==> src/rtl/id_ex_operand_stage.sv <==
// ID/EX pipeline register: resolves both ALU operands through EX/MEM/WB forwarding,
// detects load-use hazards (stall + bubble) and supports a branch flush.
module id_ex_operand_stage #(
  parameter int WIDTH   = 32,
  parameter int REGBITS = 5
) (
  input  logic               Clk,
  input  logic               Rst_n,
  input  logic               DecValid,
  input  logic [REGBITS-1:0] DecRs,
  input  logic [REGBITS-1:0] DecRt,
  input  logic [REGBITS-1:0] DecRd,
  input  logic [WIDTH-1:0]   DecRsData,
  input  logic [WIDTH-1:0]   DecRtData,
  input  logic [WIDTH-1:0]   DecImm,
  input  logic               DecAluSrc,
  input  logic [2:0]         DecAluCtrl,
  input  logic               DecRegWrite,
  input  logic               DecMemRead,
  input  logic               DecMemWrite,
  input  logic [WIDTH-1:0]   ExAluResult,
  input  logic               MemRegWrite,
  input  logic [REGBITS-1:0] MemRd,
  input  logic [WIDTH-1:0]   MemResult,
  input  logic               WbRegWrite,
  input  logic [REGBITS-1:0] WbRd,
  input  logic [WIDTH-1:0]   WbResult,
  input  logic               Flush,
  output logic               ExValid,
  output logic [WIDTH-1:0]   In0,
  output logic [WIDTH-1:0]   In1,
  output logic [WIDTH-1:0]   ExStoreData,
  output logic [2:0]         AluCtrl,
  output logic [REGBITS-1:0] ExRd,
  output logic               ExRegWrite,
  output logic               ExMemRead,
  output logic               ExMemWrite,
  output logic               StallDec
);

  localparam logic [2:0] ALU_ADD = 3'b010;

  logic             rs_used;
  logic             rt_used;
  logic             hz;
  logic [WIDTH-1:0] fwd_rs;
  logic [WIDTH-1:0] fwd_rt;

  // Youngest producer wins; a load in EX has no result yet and is left to the stall.
  function automatic logic [WIDTH-1:0] forward(input logic [REGBITS-1:0] s,
                                               input logic [WIDTH-1:0]   rf);
    logic [WIDTH-1:0] r;
    r = rf;
    if (s != '0) begin
      if (ExValid && ExRegWrite && !ExMemRead && ExRd == s) r = ExAluResult;
      else if (MemRegWrite && MemRd == s)                   r = MemResult;
      else if (WbRegWrite && WbRd == s)                     r = WbResult;
    end
    return r;
  endfunction

  always_comb begin
    rs_used = DecValid;
    rt_used = DecValid & (~DecAluSrc | DecMemWrite);
    fwd_rs  = forward(DecRs, DecRsData);
    fwd_rt  = forward(DecRt, DecRtData);
    hz      = ExValid & ExMemRead & (ExRd != '0) &
              ((rs_used & (ExRd == DecRs)) | (rt_used & (ExRd == DecRt)));
  end

  assign StallDec = Rst_n & hz & ~Flush;

  always_ff @(posedge Clk) begin
    if (!Rst_n) begin
      ExValid     <= 1'b0;
      In0         <= '0;
      In1         <= '0;
      ExStoreData <= '0;
      AluCtrl     <= '0;
      ExRd        <= '0;
      ExRegWrite  <= 1'b0;
      ExMemRead   <= 1'b0;
      ExMemWrite  <= 1'b0;
    end else if (Flush || hz || !DecValid) begin
      ExValid     <= 1'b0;
      In0         <= '0;
      In1         <= '0;
      ExStoreData <= '0;
      AluCtrl     <= ALU_ADD;
      ExRd        <= '0;
      ExRegWrite  <= 1'b0;
      ExMemRead   <= 1'b0;
      ExMemWrite  <= 1'b0;
    end else begin
      ExValid     <= 1'b1;
      In0         <= fwd_rs;
      In1         <= DecAluSrc ? DecImm : fwd_rt;
      ExStoreData <= fwd_rt;
      AluCtrl     <= DecAluCtrl;
      ExRd        <= DecRd;
      ExRegWrite  <= DecRegWrite;
      ExMemRead   <= DecMemRead;
      ExMemWrite  <= DecMemWrite;
    end
  end

endmodule
==> config.mk <==
export PLATFORM = sky130hd
export DESIGN_NAME = id_ex_operand_stage
export DESIGN_NICKNAME = d
export VERILOG_FILES = /design/src/rtl/id_ex_operand_stage.sv
export SDC_FILE = /design/constraint.sdc
export NUM_CORES = 1
export LEC_CHECK = 0
export ABC_AREA = 1
export BUFFER_PORTS_ARGS = -buffer_cell sky130_fd_sc_hd__buf_2
export CAP_MARGIN = 25
export CORE_ASPECT_RATIO = 1.25
export CORE_MARGIN = 2
export CORE_UTILIZATION = 35
export CTS_CLUSTER_DIAMETER = 60
export DETAILED_ROUTE_END_ITERATION = 16
export HOLD_SLACK_MARGIN = 0.06
export PLACE_DENSITY = 0.6
export RECOVER_POWER = 50
export SLEW_MARGIN = 40
export SYNTH_ARGS = -nofsm -noshare
export SYNTH_HDL_FRONTEND = slang
export SYNTH_SLANG_ARGS = --single-unit
==> constraint.sdc <==
create_clock -name Clk -period 4.6 [get_ports Clk]
set_input_delay 0.23 -clock Clk [delete_from_list [all_inputs] [get_ports Clk]]
set_output_delay 0.23 -clock Clk [all_outputs]
set_load 0.02 [all_outputs]
==> results.txt <==
----------------------------------------------------
[Floorplanning]
  Die Span X ... 137 um
  Die boundary height ... 170 um
  Area of the die ... 23200 sq um
  Number of ports placed on the die boundary ... 339
  Number of rows created at floorplan ... 60
  Starting density of the core ... 35.7%
  Core Region ... 21500 sq um

[Critical path]
  Worst R2R Setup Slack ... 1.86 ns
  Cell seen most often among critical-path stages ... nand2_1
  Launch point of the worst path ... ExRd[1]
  Critical path startpoint category ... flop
  Arrival time worst endpoint ... 3.05 ns
  Crit Path Category ... flop to flop
  R2r worst-path depth ... 11
  Crit Reg-Reg Endpoint ... In1[4]
  Crit. End Element ... flop
  Sequence of cells on the critical path ... nand2_1 > nand2_1 > nor2_2 > nand3_2 > o21ai_2 > nand2_2 > nand3_4 > buf_12 > nor2_1 > nand2_1 > inv_1
  Largest stage delay, worst path ... 0.62 ns
  Max stage delay cell, worst path ... nand3_4
  Required arrival time at the worst endpoint ... 4.91 ns
  Worst R2R Start ... ExRd[1]
  Top fanout value on the critical path ... 40

[Synth]
  Synth Net Count ... 1590
  Yosys warnings ... 0
  Number of synthesized register bits ... 108
  Sequential element share of the synthesized area ... 28.1%
  Synthesized area ... 7690 sq um
  Number of distinct library cells after synthesis ... 29
  Post-synthesis area per instance ... 5.66 sq um
  Count of mapped cells out of synthesis ... 1360

[Place]
  GP Congestion ... 0.963
  I/O Buffers ... 338
  Placed cell areas ... 9430 sq um
  Pre-CTS setup slack ... 1.85 ns
  Post-detailed-placement half-perimeter wirelength ... 24.9 mm

[Routing]
  Detail-routed via count per cell ... 4.77
  Via total after detailed routing ... 9244
  Number of DRC markers in iteration 0 ... 709
  Antenna violation net count after detailed routing ... 0
  DRC ... 0
  Total wire length after detailed routing ... 31.8 mm
  Detailed Routing Iterations Pass 1 ... 5
  Routed wire per std cell ... 16.4 um

[STA]
  Tcrit/Tclk final ... 59.6%
  Transition time at the pin with the least slew margin ... 0.817 ns
  Worst setup margin ... 1.86 ns
  Setup repair after global routing missed its margin ... false
  Fin. Hold Viols ... 0
  Setup clock skew after layout ... 0.00798 ns
  Final TNS setup ... 0 ns
  Final hold slack ... 0.0787 ns
  Maximum operating frequency ... 365 MHz
  Final setup vio count ... 0
  Post-layout min period ... 2.74 ns
  Relative slew slack ... 45.4%
  Max-slew violation total from the final report ... 0

[GRT]
  Global-route wire length before repair ... 47.1 mm
  Remaining global-route overflow ... 0
  Most crowded layer after global routing ... met2
  Vias in the first global route ... 8494
  Met3 track demand over resource in global routing ... 5.76%
  Pin count of the biggest net entering global routing ... 65
  Antenna violations before repair ... 17
  Met1 routing resource usage after global routing ... 34.6%
  Met2 track utilization from global routing ... 41.1%
  Overall Global Routing Usage ... 26.4%

[Final layout]
  Multi-input gate area in the final layout ... 4220 sq um
  Layout cell share with drive strength beyond 1 ... 18.4%
  Most common library cell in the layout ignoring fill and taps ... nand2_1
  Leading cell types in the layout, fill and taps excluded ... 346 x nand2_1, 248 x nor2_1, 230 x buf_2
  Synthesis-to-finish area growth ... 25.3%
  Non-Filler Cell Area, Final ... 9640 sq um
  Nets ... 1868
  Filler Cell Count ... 2501
  Footprint of the flip-flops and latches ... 2160 sq um

[Worst hold path]
  Worst hold endpoint ... ExRd[2]
  Launch instance of the worst min-delay path ... DecRd[2]
  Worst hold path cell count ... 3
  Hold Crit Class ... input port to flop

[Clock network]
  Post-CTS Setup Bufs ... 0
  Buffer depth of the longest clock path ... 2
  CTS Root Cell ... clkbuf_16
  Clock sink total ... 108
  Worst-skew pair later-pin latency ... 0.36 ns
  TritonCTS clock tree ... built
  Post-CTS clock slew at the launch and capture registers of the worst setup and hold paths ... 0.07 ns
  H-Tree Level Count ... 3
  TritonCTS Buffers ... 9
  Post-cts hold buffer count ... 0
  Resized cells post-CTS ... 0

[Power]
  Pint ... 1.59 mW
  Power share of the sequential group ... 41.9%
  Switch share ... 31.9%
  Clock network power share ... 35.5%
  Pwr/cell area ... 242 nW/um^2
  Sum of internal, switching and leakage power ... 2.33 mW
  Part of the total power dissipated in combinational logic ... 22.6%
  Net Sw Power ... 0.743 mW
  IR Drop Worst-Case VDD ... 174 uV
  Leakage power ... 5.56 nW

[Flow run]
  Max Cap Violations ... 0

[Status]
  Outcome ... finished clean

----------------------------------------------------
[synthesized netlist by cell type, drive strengths merged]
master,instances,area (sq um)
a21oi,66,368
a22oi,1,12.5
buf,49,300
clkbuf,36,135
dfxtp,108,2160
inv,237,890
nand2,352,1340
nand3,169,876
nand4,36,225
nor2,258,1010
nor3,3,15.0
o2111ai,30,263
o21ai,5,28.8
o22ai,2,12.5
or2,2,12.5
xnor2,1,8.76
xor2,5,43.8
[area by class of cell]
| cell class | instances | area share (%) |
|---|---|---|
| well taps | 279 | 3.62 |
| repair buffers | 352 | 17.4 |
| diodes | 17 | 0.441 |
| clock inverters | 4 | 0.571 |
| inverters | 237 | 9.23 |
| flip-flops and latches | 108 | 22.4 |
| multi-input cells | 930 | 43.8 |
| clock buffers | 12 | 2.56 |
[sequential cells by signal (all words and copies together), names as in the netlist]
name         count
ExStoreData     32
ExMemRead        1
ExValid          1
In1             32
ExMemWrite       1
ExRd             5
AluCtrl          3
ExRegWrite       1
In0             32
[critical path: cells and delay by family, from the launching register on]
| kind | cells | cell delay, ns |
|---|---|---|
| and+or+nand+nor | 8 | 1.72 |
| DFF | 1 | 0.46 |
| buffers and inverters | 2 | 0.43 |
| AOI/OAI and AO/OA | 1 | 0.07 |
[layer usage]
layer	wire, um	share of wire (%)
met5	11	0.035
met2	14600	46
met1	13700	43
met3	2480	7.8
met4	991	3.1
[power by group through the flow]
stage | Clock, mW | Sequential, mW | Combinational (mW)
6_report | 0.827 | 0.976 | 0.527
5_1_grt | 0.884 | 0.979 | 0.581
4_1_cts | 0.846 | 0.975 | 0.530
3_5_place_dp | 0 | 0.997 | 0.528
3_3_place_gp | 0 | 0.997 | 0.528
2_1_floorplan | 0 | 1.03 | 0.251
[through the flow]
stage / instances / util, %
2_1_floorplan: 1360 / -
3_3_place_gp: 1905 / 43.7
3_5_place_dp: 1906 / 43.8
4_1_cts: 1922 / 45.2
5_1_grt: 1936 / 44.7
6_report: 1939 / 44.8
[worst max path at each step]
stage | endpoint | slack [ns] | depth (start not counted)
after floorplan | StallDec | 2.58 | 9
after CTS | In1[29] | 1.83 | 11
final | In1[4] | 1.86 | 11
after detailed placement | In1[14] | 1.85 | 12
after global routing | In1[31] | 1.64 | 12
after global placement | In0[0] | 1.62 | 7
[cells by family after synthesis]
family	Yosys count	synth area share (%)
compound gates	104	8.89
buf+inv	322	17.2
flops	108	28.1
xor+xnor	6	0.683
simple gates	820	45.1
(Power assumes the default switching activity.)
